$ cat config.mk
export PLATFORM = sky130hd
export DESIGN_NAME = spi_status_tx
export DESIGN_NICKNAME = d
export VERILOG_FILES = /design/src/rtl/spi_status_tx.sv
export SDC_FILE = /design/constraint.sdc
export NUM_CORES = 1
export LEC_CHECK = 0
export ABC_AREA = 0
export BUFFER_PORTS_ARGS = -buffer_cell sky130_fd_sc_hd__buf_4
export CAP_MARGIN = 15
export CORE_MARGIN = 2
export CORE_UTILIZATION = 40
export CTS_BUF_LIST = sky130_fd_sc_hd__clkbuf_4
export DETAILED_ROUTE_END_ITERATION = 7
export PLACE_DENSITY = 0.65
export SLEW_MARGIN = 20
export SYNTH_ARGS = -nofsm -noshare
export SYNTH_HDL_FRONTEND = slang
export SYNTH_SLANG_ARGS = --single-unit
$ cat constraint.sdc
create_clock -name CLK100MHZ -period 4.5 [get_ports CLK100MHZ]
set_clock_uncertainty 0.15 [all_clocks]
set_input_delay 0 -clock CLK100MHZ [delete_from_list [all_inputs] [get_ports CLK100MHZ]]
set_output_delay 0 -clock CLK100MHZ [all_outputs]
set_load 0.005 [all_outputs]
$ cat src/rtl/spi_status_tx.sv
// spi_status_tx: snapshots renderer status and sends it to the SPI slave transmit
// interface as a fixed 8-byte packet, one byte per valid/ready handshake.
//
// Packet layout (byte index 0..7):
//   HEADER, PAYLOAD_LEN, fc[15:8], fc[7:0], status, {4'b0, cx[11:8]}, cx[7:0], CHK
//   CHK is the mod-256 sum of bytes 1..6 (the header is excluded).
//
// Ports:
//   CLK100MHZ  in   system clock, rising edge
//   ck_rst     in   asynchronous active-high reset
//   frame_done in   one-cycle pulse per rendered frame (16-bit frame counter)
//   send_req   in   one-cycle pulse requesting a status packet
//   status_in  in   controller status byte
//   circle_x   in   current circle x coordinate (12 bits)
//   tx_ready   in   SPI slave accepts a byte this cycle
//   tx_valid   out  tx_byte holds a valid packet byte
//   tx_byte    out  packet byte (0 when not valid)
//   busy       out  packet in flight or request pending
//   pkt_sent   out  one-cycle pulse after the last byte is accepted
//   overrun    out  sticky, a request was dropped (cleared only by reset)
module spi_status_tx #(
  parameter logic [7:0] HEADER      = 8'hA5,
  parameter logic [7:0] PAYLOAD_LEN = 8'd5
) (
  input  logic        CLK100MHZ,
  input  logic        ck_rst,
  input  logic        frame_done,
  input  logic        send_req,
  input  logic [7:0]  status_in,
  input  logic [11:0] circle_x,
  input  logic        tx_ready,
  output logic        tx_valid,
  output logic [7:0]  tx_byte,
  output logic        busy,
  output logic        pkt_sent,
  output logic        overrun
);

  typedef enum logic [1:0] {StIdle, StSend, StDone} state_e;

  state_e      state_q, state_d;
  logic [2:0]  idx_q, idx_d;
  logic        pending_q, pending_d;
  logic        overrun_q, overrun_d;
  logic [15:0] fc_q;
  logic [15:0] snap_fc_q;
  logic [7:0]  snap_status_q;
  logic [11:0] snap_cx_q;
  logic        snap_en;
  logic        xfer;
  logic [7:0]  chk_sum;
  logic [7:0]  pkt_byte;

  assign xfer = (state_q == StSend) && tx_ready;

  // Next-state, request queue and overrun tracking.
  always_comb begin
    state_d   = state_q;
    idx_d     = idx_q;
    pending_d = pending_q;
    overrun_d = overrun_q;
    snap_en   = 1'b0;
    case (state_q)
      StIdle: begin
        // A request arriving while one is pending merges into the same packet.
        if (send_req || pending_q) begin
          snap_en   = 1'b1;
          pending_d = 1'b0;
          idx_d     = 3'd0;
          state_d   = StSend;
        end
      end
      StSend: begin
        if (xfer) begin
          if (idx_q == 3'd7) begin
            state_d = StDone;
          end else begin
            idx_d = idx_q + 3'd1;
          end
        end
        if (send_req) begin
          if (pending_q) overrun_d = 1'b1;
          else           pending_d = 1'b1;
        end
      end
      StDone: begin
        state_d = StIdle;
        if (send_req) begin
          if (pending_q) overrun_d = 1'b1;
          else           pending_d = 1'b1;
        end
      end
      default: state_d = StIdle;
    endcase
  end

  always_ff @(posedge CLK100MHZ or posedge ck_rst) begin
    if (ck_rst) begin
      state_q       <= StIdle;
      idx_q         <= 3'd0;
      pending_q     <= 1'b0;
      overrun_q     <= 1'b0;
      fc_q          <= 16'd0;
      snap_fc_q     <= 16'd0;
      snap_status_q <= 8'd0;
      snap_cx_q     <= 12'd0;
    end else begin
      state_q   <= state_d;
      idx_q     <= idx_d;
      pending_q <= pending_d;
      overrun_q <= overrun_d;
      if (frame_done) fc_q <= fc_q + 16'd1;
      // fc_q is the pre-increment value when frame_done coincides with the snapshot.
      if (snap_en) begin
        snap_fc_q     <= fc_q;
        snap_status_q <= status_in;
        snap_cx_q     <= circle_x;
      end
    end
  end

  // Packet byte selection, entirely from the snapshot.
  always_comb begin
    chk_sum = PAYLOAD_LEN + snap_fc_q[15:8] + snap_fc_q[7:0] + snap_status_q
            + {4'b0, snap_cx_q[11:8]} + snap_cx_q[7:0];
    pkt_byte = HEADER;
    case (idx_q)
      3'd0: pkt_byte = HEADER;
      3'd1: pkt_byte = PAYLOAD_LEN;
      3'd2: pkt_byte = snap_fc_q[15:8];
      3'd3: pkt_byte = snap_fc_q[7:0];
      3'd4: pkt_byte = snap_status_q;
      3'd5: pkt_byte = {4'b0, snap_cx_q[11:8]};
      3'd6: pkt_byte = snap_cx_q[7:0];
      3'd7: pkt_byte = chk_sum;
      default: pkt_byte = HEADER;
    endcase
  end

  // Outputs decode directly from registers so reset clears them without a clock edge.
  assign tx_valid = (state_q == StSend);
  assign tx_byte  = tx_valid ? pkt_byte : 8'd0;
  assign pkt_sent = (state_q == StDone);
  assign busy     = (state_q != StIdle) || pending_q;
  assign overrun  = overrun_q;

endmodule

==> flow_metrics.tcl <==
set metrics [dict create \
    fill_cells 790 \
    yosysSeqAreaShare_pct 40.5 \
    drt_first_iter_violations 165 \
    h-tree-depth 3 \
    final.setup.worst_slack_ps 403 \
    die_area_mm2 0.00989 \
    drt-vias-per-instance 5.12 \
    ios 37 \
    busiest_layer "met2" \
    clk-insertion-delay-late_ps 410 \
    place_hpwl_mm 5.55 \
    cp_data_arrival_time_ps 3950 \
    critPathMaxFanout 3 \
    max_slew_margin_pct 45.9 \
    fmaxAchievable_mhz 244 \
    grt_pass1_wl_mm 13.0 \
    crit_path_end_kind "primary output" \
    fin_nets 467 \
    period_share_pct 91.1 \
    start_util_pct 41.6 \
    die_h_um 99.5 \
    met1_usage_pct 22.7 \
    ys_ff_latch 59 \
    grt_use_met3_pct 4.36 \
    placeableCoreArea_mm2 0.00876 \
    crit_buf_inv 5 \
    outcome "finished clean" \
    syn_avg_cell_area_um2 10.8 \
    drc_errors 0 \
    place_congestion 0.841 \
    synth.top_cells.by_area "dfrtp_1 (40%), mux2_2 (12%), fa_1 (9.9%)" \
    cts_sinks 59 \
    grt_antenna_before_repair 0 \
    clkTransAtPathRegs_ps 120 \
    worst_path_dominant_cell_family "adder cells" \
    grt_max_degree 60 \
    dr.pass1.iters 5 \
    vias 2639 \
    io_buffers 36 \
    overflow 0 \
    tightest_slew_ps 812 \
    post-route-min-period_ps 4100 \
    grt_pass1_vias 2652 \
    place_ws_ps 829 \
    worst-setup-path-type "flip-flop to primary output" \
    n_antenna_cell 0 \
    crit_slowest_cell "fa_1" \
    synth_cell_type_count 41 \
    hold_class "primary input to asynchronous set/reset pin" \
    ant_nets 0 \
    required_ps 4350 \
    rsz0062_at_grt "no" \
    cpMostUsedCell "inv_1" \
    placementRows 34 \
    wl_per_cell_um 14.9 \
    die_w_um 99.5 \
    ys_warn_count 0 \
    fin_util_pct 50.5 \
    grt.total_usage_pct 16.9 \
    synthCells 339 \
    syn-num-nets 404 \
    finalMaxSlewViolations 0 \
    met2_usage_pct 26.2 \
    area_growth_pct 21.4 \
    hold_violations 0 \
    cp-start-kind "flip-flop" \
    cts_made_buffers 9 \
    synth_area_mm2 0.00365 \
    netlist.area_leader.share_pct 40.5 \
    cts_root_buf "clkbuf_4" \
    path_cells "inv_1 > fa_1 > inv_1 > fa_1 > inv_1 > fa_1 > inv_1 > ha_1 > a211oi_1 > o21bai_1 > a21oi_1 > or3_1 > nand3_1 > buf_4" \
    cpPeakStageDelay_ps 580 \
    cts_tree "built" \
    drv_cap 0 \
    yosysTopAreaCell "dfrtp_1" \
    fin_tns_setup_ps 0 \
    setup_viol 0 \
    drive_gt1_share_pct 23.8 \
    wl_mm 7.70 \
    clockBufferDepth 2 \
    post_cts_resized 0 \
]
kinds of logic (layout without fill, tap and decap cells):
logic type	Yosys count	after routing	synth area share [%]
buffers and inverters	73	141	7.65
DFF	59	59	40.5
AOI/OAI and AO/OA	55	55	10.3
and+or+nand+nor	52	52	7.14
adders and majority gates	40	40	17.4
muxes	38	38	11.7
xor gates and xnor gates	22	22	5.28
cell type report:
cell class / count / area [um2] / share of cell area, %
Inverter: 62 / 233 / 5.26
Timing Repair Buffer: 63 / 553 / 12.5
Multi-Input combinational cell: 207 / 1900 / 42.9
Clock buffer: 10 / 75.1 / 1.70
Tap cell: 108 / 135 / 3.05
Clock inverter: 6 / 56.3 / 1.27
Sequential cell: 59 / 1480 / 33.4
repair_timing:
action | CTS | global route
hold buffers | 24 | 0
buffers inserted | 0 | 0
endpoints found under the setup margin | 0 | 0
hold endpoints to repair | 90 | 0
cells in the mapped netlist:
| cell | n |
|---|---|
| o21ai_0 | 14 |
| nand2b_1 | 2 |
| a211oi_1 | 1 |
| o21ai_2 | 1 |
| a31o_2 | 1 |
| mux2_2 | 38 |
| and2_1 | 1 |
| nor2b_1 | 1 |
| nor2_1 | 4 |
| a222oi_1 | 5 |
| or3_1 | 1 |
| and3_1 | 1 |
| o21a_1 | 1 |
| nand2_1 | 22 |
| a22oi_1 | 3 |
| nand4_1 | 6 |
| ha_1 | 22 |
| buf_2 | 4 |
| o211ai_1 | 1 |
| xor2_1 | 3 |
| inv_1 | 62 |
| clkbuf_1 | 6 |
| o21bai_1 | 1 |
| buf_1 | 1 |
| nand3b_1 | 1 |
| a221oi_1 | 2 |
| a32oi_1 | 1 |
| a21oi_1 | 13 |
| and4_1 | 1 |
| a22o_1 | 7 |
| dfrtp_1 | 59 |
| nand3_1 | 6 |
| a21o_1 | 1 |
| nor3_1 | 3 |
| o2111ai_1 | 1 |
| a31oi_1 | 1 |
| a211o_1 | 1 |
| nor3_2 | 2 |
| fa_1 | 18 |
| nor4_1 | 1 |
| xnor2_1 | 19 |
placed cells by master (no fill, tap or decap), drive strengths merged, types with 2 or more instances in the layout:
| cell | Yosys | layout |
|---|---|---|
| clkinv | 0 | 4 |
| nor3 | 5 | 5 |
| nand3 | 6 | 6 |
| dfrtp | 59 | 59 |
| a21oi | 13 | 13 |
| dlygate4sd3 | 0 | 24 |
| nand4 | 6 | 6 |
| o21ai | 15 | 15 |
| xnor2 | 19 | 19 |
| inv | 62 | 62 |
| buf | 5 | 39 |
| nor2 | 4 | 4 |
| xor2 | 3 | 3 |
| ha | 22 | 22 |
| nand2b | 2 | 2 |
| mux2 | 38 | 38 |
| a22oi | 3 | 3 |
| a221oi | 2 | 2 |
| nand2 | 22 | 22 |
| fa | 18 | 18 |
| a222oi | 5 | 5 |
| a22o | 7 | 7 |
| clkbuf | 6 | 10 |
metal layers:
metal  up-vias  routed length (um)
li1       1267                   -
met1      1294                3500
met2        62                3590
met3        16                 427
met4         0                 181
met5         -                   0
worst paths after layout:
check                                         start                       end  slack [ps]  depth (start not counted)
max reg2reg                    idx_q[2]$_DFFE_PP0P_      idx_q[1]$_DFFE_PP0P_        2440                          5
min                                          ck_rst  snap_cx_q[3]$_DFFE_PP0P_         200                          4
max in group asynchronous                    ck_rst  snap_fc_q[1]$_DFFE_PP0P_        3510                          4
min reg2reg                     overrun$_DFFE_PP0P_       overrun$_DFFE_PP0P_         330                          1
max                        snap_fc_q[3]$_DFFE_PP0P_                tx_byte[7]         400                         14
min in group CLK100MHZ                  circle_x[3]  snap_cx_q[3]$_DFFE_PP0P_         200                          3
worst reg2reg max path: cells and delay by family (launching register included):
family / cells / cell delay, ps
buffers and inverters: 1 / 230
flip-flops: 1 / 880
AND/OR/NAND/NOR: 1 / 80
AO/OA/AOI/OAI: 2 / 360
adder cells (fa/ha/maj): 1 / 260
metrics by stage:
step | hold slack (ps) | area, um2 | instances
2_1_floorplan | -62.9 | 3650 | 339
3_3_place_gp | 81.6 | 4030 | 474
3_5_place_dp | 86.6 | 4060 | 475
4_1_cts | 186 | 4430 | 515
5_1_grt | 182 | 4430 | 515
6_report | 195 | 4430 | 515
sequential cells by signal (all words and copies together), names as in the netlist:
| name | flops |
|---|---|
| fc_q | 16 |
| idx_q | 3 |
| overrun | 1 |
| pending_q | 1 |
| snap_cx_q | 12 |
| snap_fc_q | 16 |
| snap_status_q | 8 |
| state_q | 2 |
Power is left out: the tool's default activity adds up to more than one toggle a clock period on the data nets, which glitch-free logic cannot reach.
